**config.mk**
```make
export PLATFORM = sky130hd
export DESIGN_NAME = sdram_burst_seq_flat
export DESIGN_NICKNAME = d
export VERILOG_FILES = /design/src/rtl/sdram_burst_seq_if.sv /design/src/rtl/sdram_burst_seq.sv /design/src/flat_wrapper.sv
export SDC_FILE = /design/constraint.sdc
export NUM_CORES = 1
export LEC_CHECK = 0
export ABC_AREA = 1
export CAP_MARGIN = 5
export CORE_ASPECT_RATIO = 0.75
export CORE_MARGIN = 5
export CORE_UTILIZATION = 45
export CTS_CLUSTER_DIAMETER = 50
export CTS_CLUSTER_SIZE = 24
export DETAILED_ROUTE_END_ITERATION = 10
export PLACE_DENSITY = 0.8
export SETUP_SLACK_MARGIN = 0.02
export SYNTH_ARGS = -nofsm -noshare
export SYNTH_HDL_FRONTEND = slang
export SYNTH_SLANG_ARGS = --single-unit
```
**constraint.sdc**
```tcl
create_clock -name clk -period 1.9 [get_ports clk]
set_input_delay 0.19 -clock clk [delete_from_list [all_inputs] [get_ports clk]]
set_output_delay 0.19 -clock clk [all_outputs]
set_load 0.03 [all_outputs]
```
**src/rtl/sdram_burst_seq_if.sv**
```systemverilog
// Bus between the burst sequencer and the SDRAM command core.
// Carries one burst command handshake plus the per-word write/read data strobes.
// master = sequencer side, slave = SDRAM command core side.
interface sdram_burst_seq_if #(
  parameter int PTR_W = 12
);
  logic               core_cmd_valid;
  logic               core_cmd_ready;
  logic               core_cmd_wr;
  logic [PTR_W+7:0]   core_cmd_addr;
  logic [15:0]        core_wdata;
  logic               core_wbeat;
  logic [15:0]        core_rdata;
  logic               core_rvalid;
  logic               core_done;

  modport master (
    output core_cmd_valid, core_cmd_wr, core_cmd_addr, core_wdata,
    input  core_cmd_ready, core_wbeat, core_rdata, core_rvalid, core_done
  );

  modport slave (
    input  core_cmd_valid, core_cmd_wr, core_cmd_addr, core_wdata,
    output core_cmd_ready, core_wbeat, core_rdata, core_rvalid, core_done
  );
endinterface

```
**src/rtl/sdram_burst_seq.sv**
```systemverilog
// Turns cache-controller wr_req/rd_req edges into 256-word SDRAM burst commands over a burst ring.
// Latency: write ack is combinational with core_wbeat; read data/ack are registered (1 clk).
// Backpressure: command held until core_cmd_ready; data paced entirely by core_wbeat/core_rvalid.
// Ports: clk/rst_n; cache side (sdram_init_done, wr_req, rd_req, sdram_wr_ack, sdram_rd_ack,
//   sys_data_in, sys_data_out); core bus via sdram_burst_seq_if.master; status (bursts_stored,
//   buf_full, buf_empty, err_flags). Define SDRAM_BURST_SEQ_TMO_EN to enable the data-beat watchdog.
module sdram_burst_seq #(
  parameter int PTR_W   = 12,
  parameter int TMO_CYC = 1024
) (
  input  logic                 clk,
  input  logic                 rst_n,
  input  logic                 sdram_init_done,
  input  logic                 wr_req,
  input  logic                 rd_req,
  output logic                 sdram_wr_ack,
  output logic                 sdram_rd_ack,
  input  logic [15:0]          sys_data_in,
  output logic [15:0]          sys_data_out,
  sdram_burst_seq_if.master    core,
  output logic [PTR_W:0]       bursts_stored,
  output logic                 buf_full,
  output logic                 buf_empty,
  output logic [2:0]           err_flags
);

  localparam logic [2:0] S_IDLE      = 3'd0;
  localparam logic [2:0] S_WR_CMD    = 3'd1;
  localparam logic [2:0] S_WR_DATA   = 3'd2;
  localparam logic [2:0] S_RD_CMD    = 3'd3;
  localparam logic [2:0] S_RD_DATA   = 3'd4;
  localparam logic [2:0] S_WAIT_DONE = 3'd5;
  localparam logic [2:0] S_WR_DRAIN  = 3'd6;

  logic [2:0]       state;
  logic [8:0]       beat_cnt;
  logic [PTR_W-1:0] wptr;
  logic [PTR_W-1:0] rptr;
  logic             burst_wr;
  logic             pend_wr;
  logic             pend_rd;
  logic             wr_q;
  logic             rd_q;
  logic             wr_edge;
  logic             rd_edge;
  logic             leave_wr;
  logic             leave_rd;
  logic             last_beat;
  logic             tmo_hit;

  // Requests before the SDRAM core is initialised are simply not seen.
  assign wr_edge   = sdram_init_done & wr_req & ~wr_q;
  assign rd_edge   = sdram_init_done & rd_req & ~rd_q;
  assign leave_wr  = (state == S_IDLE) & pend_wr;
  assign leave_rd  = (state == S_IDLE) & ~pend_wr & pend_rd;
  assign last_beat = (beat_cnt == 9'd255);

  assign buf_full  = (bursts_stored == {1'b1, {PTR_W{1'b0}}});
  assign buf_empty = (bursts_stored == '0);

  // Draining discards one wFIFO word per clock without involving the core.
  assign sdram_wr_ack = ((state == S_WR_DATA) & core.core_wbeat) | (state == S_WR_DRAIN);

  assign core.core_cmd_valid = (state == S_WR_CMD) | (state == S_RD_CMD);
  assign core.core_cmd_wr    = (state == S_WR_CMD);
  assign core.core_cmd_addr  = (state == S_WR_CMD) ? {wptr, 8'h00} :
                               (state == S_RD_CMD) ? {rptr, 8'h00} : '0;
  assign core.core_wdata     = (state == S_WR_DATA) ? sys_data_in : 16'h0000;

`ifdef SDRAM_BURST_SEQ_TMO_EN
  localparam int TMO_W = $clog2(TMO_CYC + 1);
  logic [TMO_W-1:0] idle_cnt;
  logic             watched;
  logic             activity;

  assign watched  = (state == S_WR_DATA) | (state == S_RD_DATA) | (state == S_WAIT_DONE);
  assign activity = ((state == S_WR_DATA) & core.core_wbeat) |
                    ((state == S_RD_DATA) & core.core_rvalid) |
                    ((state == S_WAIT_DONE) & core.core_done);
  // Fires on the TMO_CYC-th consecutive clock without a beat or done.
  assign tmo_hit  = watched & ~activity & (idle_cnt == TMO_W'(TMO_CYC - 1));

  always_ff @(posedge clk or negedge rst_n) begin
    if (!rst_n) begin
      idle_cnt <= '0;
    end else if (!watched || activity || tmo_hit) begin
      idle_cnt <= '0;
    end else begin
      idle_cnt <= idle_cnt + 1'b1;
    end
  end
`else
  assign tmo_hit = 1'b0;
`endif

  always_ff @(posedge clk or negedge rst_n) begin
    if (!rst_n) begin
      state         <= S_IDLE;
      beat_cnt      <= '0;
      wptr          <= '0;
      rptr          <= '0;
      burst_wr      <= 1'b0;
      pend_wr       <= 1'b0;
      pend_rd       <= 1'b0;
      wr_q          <= 1'b0;
      rd_q          <= 1'b0;
      bursts_stored <= '0;
      err_flags     <= '0;
      sys_data_out  <= '0;
      sdram_rd_ack  <= 1'b0;
    end else begin
      wr_q         <= wr_req;
      rd_q         <= rd_req;
      sdram_rd_ack <= 1'b0;
      // A new edge in the same clock the old request is taken stays pending.
      pend_wr      <= wr_edge | (pend_wr & ~leave_wr);
      pend_rd      <= rd_edge | (pend_rd & ~leave_rd);

      case (state)
        S_IDLE: begin
          beat_cnt <= '0;
          if (pend_wr) begin
            if (buf_full) begin
              state        <= S_WR_DRAIN;
              err_flags[0] <= 1'b1;
            end else begin
              state    <= S_WR_CMD;
              burst_wr <= 1'b1;
            end
          end else if (pend_rd) begin
            if (buf_empty) begin
              err_flags[1] <= 1'b1;
            end else begin
              state    <= S_RD_CMD;
              burst_wr <= 1'b0;
            end
          end
        end
        S_WR_CMD, S_RD_CMD: begin
          if (core.core_cmd_ready) state <= burst_wr ? S_WR_DATA : S_RD_DATA;
        end
        S_WR_DATA: begin
          if (core.core_wbeat) begin
            beat_cnt <= beat_cnt + 9'd1;
            if (last_beat) state <= S_WAIT_DONE;
          end
        end
        S_RD_DATA: begin
          if (core.core_rvalid) begin
            sys_data_out <= core.core_rdata;
            sdram_rd_ack <= 1'b1;
            beat_cnt     <= beat_cnt + 9'd1;
            if (last_beat) state <= S_WAIT_DONE;
          end
        end
        S_WAIT_DONE: begin
          if (core.core_done) begin
            state <= S_IDLE;
            if (burst_wr) begin
              wptr          <= wptr + 1'b1;
              bursts_stored <= bursts_stored + 1'b1;
            end else begin
              rptr          <= rptr + 1'b1;
              bursts_stored <= bursts_stored - 1'b1;
            end
          end
        end
        S_WR_DRAIN: begin
          beat_cnt <= beat_cnt + 9'd1;
          if (last_beat) state <= S_IDLE;
        end
        default: state <= S_IDLE;
      endcase

      // Watchdog abort discards the burst: pointers and count stay as they were.
      if (tmo_hit) begin
        state        <= S_IDLE;
        err_flags[2] <= 1'b1;
      end
    end
  end

endmodule

```
**src/flat_wrapper.sv**
```systemverilog
// flat-port wrapper written by rule: the top's interface ports become plain ports
module sdram_burst_seq_flat 
#(
  parameter int PTR_W   = 12,
  parameter int TMO_CYC = 1024
)
  (clk, rst_n, sdram_init_done, wr_req, rd_req, sdram_wr_ack, sdram_rd_ack, sys_data_in, sys_data_out, bursts_stored, buf_full, buf_empty, err_flags, core_core_cmd_valid, core_core_cmd_wr, core_core_cmd_addr, core_core_wdata, core_core_cmd_ready, core_core_wbeat, core_core_rdata, core_core_rvalid, core_core_done);
  sdram_burst_seq_if #(.PTR_W(PTR_W)) core_i ();
  input  logic clk;
  input  logic rst_n;
  input  logic sdram_init_done;
  input  logic wr_req;
  input  logic rd_req;
  output logic sdram_wr_ack;
  output logic sdram_rd_ack;
  input  logic [15:0] sys_data_in;
  output logic [15:0] sys_data_out;
  output logic [PTR_W:0] bursts_stored;
  output logic buf_full;
  output logic buf_empty;
  output logic [2:0] err_flags;
  output wire logic [$bits(core_i.core_cmd_valid)-1:0] core_core_cmd_valid;
  output wire logic [$bits(core_i.core_cmd_wr)-1:0] core_core_cmd_wr;
  output wire logic [$bits(core_i.core_cmd_addr)-1:0] core_core_cmd_addr;
  output wire logic [$bits(core_i.core_wdata)-1:0] core_core_wdata;
  input wire logic [$bits(core_i.core_cmd_ready)-1:0] core_core_cmd_ready;
  input wire logic [$bits(core_i.core_wbeat)-1:0] core_core_wbeat;
  input wire logic [$bits(core_i.core_rdata)-1:0] core_core_rdata;
  input wire logic [$bits(core_i.core_rvalid)-1:0] core_core_rvalid;
  input wire logic [$bits(core_i.core_done)-1:0] core_core_done;
  assign core_core_cmd_valid = core_i.core_cmd_valid;
  assign core_core_cmd_wr = core_i.core_cmd_wr;
  assign core_core_cmd_addr = core_i.core_cmd_addr;
  assign core_core_wdata = core_i.core_wdata;
  assign core_i.core_cmd_ready = core_core_cmd_ready;
  assign core_i.core_wbeat = core_core_wbeat;
  assign core_i.core_rdata = core_core_rdata;
  assign core_i.core_rvalid = core_core_rvalid;
  assign core_i.core_done = core_core_done;
  sdram_burst_seq #(.PTR_W(PTR_W), .TMO_CYC(TMO_CYC)) u_core (.clk(clk), .rst_n(rst_n), .sdram_init_done(sdram_init_done), .wr_req(wr_req), .rd_req(rd_req), .sdram_wr_ack(sdram_wr_ack), .sdram_rd_ack(sdram_rd_ack), .sys_data_in(sys_data_in), .sys_data_out(sys_data_out), .core(core_i), .bursts_stored(bursts_stored), .buf_full(buf_full), .buf_empty(buf_empty), .err_flags(err_flags));
endmodule
```
==> results.json, run 1 <==
{
  "status": "finished clean",
  "grt_pass1_vias": 4091,
  "p_leak_nw": 3.19,
  "mostFrequentLayoutCells": "nand2_1 (204), inv_1 (94), clkdlybuf4s50_1 (71), dfrtp_1 (71), nor2_1 (59)",
  "core_um2": 9700,
  "routabilityCongestion": 0.886,
  "die_w_um": 125,
  "pwr-share-clk_pct": 14.8,
  "setup_viol": 0,
  "track_usage_pct": 20.0,
  "criticalPathCategory": "reg -> out",
  "ys_ff_latch": 73,
  "cts_buffers": 9,
  "rsz0062_at_grt": "false",
  "finalHoldViolCount": 0,
  "drt_iter0_markers": 324,
  "critPathLaunchType": "flip-flop",
  "arrival_ps": 1630,
  "wl_um": 12100,
  "syn-cell-area_um2": 4480,
  "grt_pass1_wl_um": 19800,
  "dr.pass1.iters": 6,
  "crit_required_ps": 1710,
  "drive_gt1_share_pct": 14.6,
  "synth.avg_cell_area_um2": 7.16,
  "cts_tree": "built",
  "gr-usage-met2_pct": 32.6,
  "p_int_mw": 5.50,
  "report.final.slew_viol_count": 0,
  "fin_crit_sh_pct": 96.0,
  "die_y_um": 96.4,
  "diodes": 0,
  "worst_skew_pair.late_latency_ps": 330,
  "htreeDepth": 3,
  "end_kind": "output port",
  "fin_skew_ps": 8.32,
  "syn_inst": 626,
  "yosys_warnings": 0,
  "dieArea_um2": 12100,
  "drc_errors": 0,
  "grt-busiest-layer": "met2",
  "grt_start_max_net_pins": 74,
  "numClockSinks": 73,
  "num_vias": 4361,
  "sequentialPowerShare_pct": 24.5,
  "worstHoldPathType": "in -> reg",
  "start_util_pct": 46.2,
  "via_per_inst": 4.91,
  "min_period_ps": 1820,
  "root_buffer": "clkbuf_16",
  "clk_pin_slew_ps": 60,
  "wl_per_cell_um": 13.6,
  "final_nets": 808,
  "fmax_ghz": 0.548,
  "finalNonFillerCells": 888,
  "synth_cell_types": 32,
  "swShare_pct": 49.3,
  "grt-ovfl-total": 0,
  "port_buffers": 105,
  "area_growth_pct": 35.4,
  "num_rows": 31,
  "io_pins": 115,
  "use_met3_pct": 5.33,
  "path_max_fanout": 4,
  "grt_use_met1_pct": 27.5,
  "hpwl_um": 9030,
  "antenna_found_initial": 0,
  "p_per_area_nw_per_um2": 1790,
  "power_frac_comb_pct": 60.7,
  "ys_seq_area_share_pct": 40.7,
  "cts_max_path_buffers": 2,
  "setup_tns_ps": 0,
  "place_inst": 868,
  "final_common_cell": "nand2_1",
  "max-vdd-ir-drop_uv": 690,
  "max_cap_viol_count": 0,
  "p_sw_mw": 5.35,
  "drtAntennaViolNets": 0
}
cell usage after synthesis (all sizes together):
master | count | share of area, %
nand2 | 210 | 18
o22ai | 14 | 2.0
nand4 | 12 | 1.8
nor2 | 72 | 7.0
o21a | 1 | 0.17
fa | 1 | 0.45
conb | 1 | 0.084
clkbuf | 1 | 0.084
or2 | 1 | 0.14
nand3 | 32 | 3.8
a21oi | 11 | 1.2
ha | 15 | 4.2
xnor2 | 4 | 0.78
o21bai | 1 | 0.17
o21ai | 24 | 2.7
inv | 103 | 8.6
nor3 | 10 | 1.2
buf | 19 | 3.0
nand3b | 1 | 0.17
dfrtp | 73 | 41
xor2 | 20 | 3.9
cell type report:
type	instances	area, um2
well taps	132	165
clock inverters	6	50.0
inverters	103	392
flip-flops and latches	73	1830
clock buffers	10	229
repair buffers	126	1140
fillers	881	3630
multi-input cells	438	2270
through the flow:
step	utilization [%]	cell area, um2	hold slack [ps]	total power, mW	worst slack (ps)
final	62.6	6070	338	10.8	75.2
after global routing	62.6	6070	355	11.7	17.6
after CTS	61.3	5950	329	10.6	50.1
after detailed placement	58.3	5660	255	8.92	55.5
after global placement	58.3	5660	250	8.77	75.9
after floorplan	-	4510	-106	6.83	-143
critical path: stages (launching register included):
cell             delay, ps
dfrtp_1                470
buf_4                  170
clkdlybuf4s50_1        660
registers in the layout, indices dropped and copies added (netlist names):
name,cells
u_core.err_flags,2
u_core.state,3
u_core.rd_q,1
u_core.wptr,12
u_core.bursts_stored,13
u_core.wr_q,1
u_core.sdram_rd_ack,1
u_core.pend_rd,1
u_core.sys_data_out,16
u_core.burst_wr,1
u_core.rptr,12
u_core.pend_wr,1
u_core.beat_cnt,9
cell families (layout without fill, tap and decap cells):
| kind of cell | after synthesis | after routing | share of synthesized area, % |
|---|---|---|---|
| and+or+nand+nor | 338 | 338 | 32.0 |
| buffers and inverters | 123 | 245 | 11.7 |
| DFF | 73 | 73 | 40.7 |
| AOI/OAI and AO/OA | 51 | 51 | 6.20 |
| xor gates and xnor gates | 24 | 24 | 4.69 |
| adders and majority gates | 16 | 16 | 4.63 |
| other | 1 | 9 | 0.0836 |
power groups by stage:
stage | sequential, mW | clock, mW | combinational (mW)
6_report | 2.66 | 1.60 | 6.59
5_1_grt | 2.73 | 1.70 | 7.23
4_1_cts | 2.61 | 1.63 | 6.33
3_5_place_dp | 2.62 | 0 | 6.30
3_3_place_gp | 2.61 | 0 | 6.17
2_1_floorplan | 3.12 | 0 | 3.71
per-layer routing:
layer  vias to the layer above  routed length (um)
li1                       2170                   -
met3                        15                 877
met5                         -                   0
met1                      2012                5770
met4                         0                 119
met2                       164                5340
repair_timing:
| item | 4_1_cts | 5_1_grt |
|---|---|---|
| endpoints found under the setup margin | 8 | 22 |
| endpoints found under the hold margin | 73 | 0 |
| resized for setup | 10 | 26 |
| pin swaps | 0 | 7 |
| hold buffers | 1 | 0 |
| setup buffers | 0 | 3 |
final timing paths:
path,from,end,slack (ps),cells past startpoint
max in group asynchronous,rst_n,u_core.beat_cnt[0],1170,3
worst max-delay path,u_core.bursts_stored[0],bursts_stored[0],80,2
worst max register to register,u_core.burst_wr,u_core.bursts_stored[5],140,9
worst min-delay path,rd_req,u_core.rd_q,340,1
min in group asynchronous,rst_n,u_core.sys_data_out[4],420,3
worst min register to register,u_core.wr_q,u_core.pend_wr,450,1
(Power assumes the default switching activity.)
==> inputs of run 2 (changes only) <==
--- a/config.mk
+++ b/config.mk
@@ -8,7 +8,6 @@
 export ABC_AREA = 1
 export CAP_MARGIN = 5
 export CORE_ASPECT_RATIO = 0.75
-export CORE_MARGIN = 5
 export CORE_UTILIZATION = 45
 export CTS_CLUSTER_DIAMETER = 50
 export CTS_CLUSTER_SIZE = 24
==> constraint.sdc (replaced) <==
create_clock -name clk -period 1.6 [get_ports clk]
set_input_delay 0.16 -clock clk [delete_from_list [all_inputs] [get_ports clk]]
set_output_delay 0.16 -clock clk [all_outputs]
set_load 0.03 [all_outputs]
==> results.json, run 2 (synthesis gave the netlist of run 1 again) <==
{
  "cts_max_path_buffers": 2,
  "regMostFlops": "u_core.sys_data_out",
  "track_usage_pct": 26.6,
  "path_max_fanout": 3,
  "die_y_um": 88.4,
  "drive_gt1_share_pct": 34.2,
  "preCtsSetupSlack_ps": -95.8,
  "setup_slack_ps": -278,
  "min_period_ps": 1880,
  "num_rows": 31,
  "cts_tree": "built",
  "drt_iter0_markers": 443,
  "setup_viol": 56,
  "critPathLaunchType": "flip-flop",
  "drc_errors": 0,
  "dr.pass1.iters": 5,
  "p_per_area_nw_per_um2": 2390,
  "diodes": 0,
  "max-vdd-ir-drop_uv": 1030,
  "worstMarginPinSlew_ps": 534,
  "criticalPathCategory": "reg -> reg",
  "final_util_pct": 75.4,
  "top_regs": "u_core.sys_data_out (16), u_core.bursts_stored (13)",
  "power_frac_comb_pct": 69.7,
  "via_per_inst": 5.59,
  "drtAntennaViolNets": 0,
  "grt-ovfl-total": 0,
  "num_vias": 5236,
  "wl_per_cell_um": 17.7,
  "hpwl_um": 8870,
  "worstHoldPathType": "in -> async",
  "grt_pass1_wl_um": 21200,
  "port_buffers": 105,
  "htreeDepth": 3,
  "arrival_ps": 2150,
  "largest_register_ffs": 16,
  "worst_skew_pair.late_latency_ps": 340,
  "p_leak_nw": 3.65,
  "finalPower_mw": 17.4,
  "fmax_ghz": 0.532,
  "start_util_pct": 46.4,
  "antenna_found_initial": 0,
  "cts_buffers": 9,
  "grt_start_max_net_pins": 44,
  "finalHoldViolCount": 0,
  "sequentialPowerShare_pct": 18.5,
  "dieArea_um2": 10400,
  "grt_pass1_vias": 4581,
  "max_cap_viol_count": 0,
  "clk_pin_slew_ps": 60,
  "final_common_cell": "nand2_1",
  "slew_headroom_pct": 64.0,
  "numClockSinks": 73,
  "crit_required_ps": 1870,
  "fin_crit_sh_pct": 117,
  "end_kind": "flip-flop",
  "pwr-share-clk_pct": 11.8,
  "routabilityCongestion": 0.911,
  "wl_um": 16600,
  "rsz0062_at_grt": "true",
  "fin_skew_ps": 7.57,
  "status": "complete, but fails checks",
  "mostFrequentLayoutCells": "nand2_1 (169), inv_1 (85), dfrtp_1 (68)",
  "die_w_um": 117,
  "place_area_um2": 6000,
  "finish.instance_area_um2": 7280,
  "final_nets": 856,
  "p_int_mw": 8.63,
  "io_pins": 115,
  "p_sw_mw": 8.79,
  "swShare_pct": 50.4,
  "report.final.slew_viol_count": 0,
  "core_um2": 9660,
  "root_buffer": "clkbuf_16",
  "violations": "setup timing",
  "area_growth_pct": 62.5
}
run 2: layout make-up:
class / instances / area (um2)
Clock buffer: 10 / 229
Clock inverter: 6 / 67.6
Fill cell: 594 / 2370
Inverter: 103 / 414
Multi-Input combinational cell: 438 / 2910
Sequential cell: 73 / 1830
Tap cell: 132 / 165
Timing Repair Buffer: 172 / 1650
Timing Repair inverter: 2 / 20.0
run 2: what timing repair did:
action,4_1_cts,5_1_grt
hold buffers,1,0
hold endpoints to repair,73,0
pin swaps,30,53
resized for setup,76,111
cloned,1,1
setup endpoints to repair,54,71
setup buffers,17,19
run 2: worst paths after layout:
kind | start | endpoint | slack [ps] | cells after the start
setup reg to reg | u_core.beat_cnt[1] | u_core.state[1] | -280 | 12
min in group clk | rd_req | u_core.rd_q | 310 | 1
max in group asynchronous | rst_n | u_core.bursts_stored[0] | 840 | 3
hold reg to reg | u_core.rd_q | u_core.pend_rd | 440 | 1
hold / removal | rst_n | u_core.beat_cnt[0] | 190 | 2
setup / recovery | u_core.beat_cnt[1] | u_core.state[1] | -280 | 12
run 2: per-layer routing:
layer  wire, um  part of all wire, %  up-vias  GRT usage [%]
met5          0                    0        -              0
met2       7700                   46      389           44.4
met3       1720                   10      121           6.23
met1       6090                   37     2457           33.5
li1           -                    -     2269              -
met4       1060                  6.4        0           10.7
run 2: power groups by stage:
stage	Combinational (mW)	Clock (mW)	Sequential [mW]
floorplan	4.97	0	3.74
finish	12.1	2.05	3.22
global route	12.8	2.15	3.28
detailed placement	8.12	0	3.12
CTS	9.26	2.04	3.16
global placement	7.92	0	3.11
run 2: worst max-delay path: stages (launching register included):
cell     delay [ps]
dfrtp_1         370
ha_2            200
nand3_2          70
nor2_2          110
nand2_2          80
nor3_2          130
ha_2            230
nor3_2           60
nor2_2          130
nand2_1         120
nor2_4          160
nand2_1         100
nand2_1          70
run 2: metrics by stage:
step           setup TNS [ps]  instances  hold slack [ps]
4_1_cts                 -3100        916              197
3_3_place_gp             -134        881            -2.10
6_report                -7980        936              190
5_1_grt                -11440        936              216
3_5_place_dp             -689        881             2.02
2_1_floorplan           -1160        634             -136
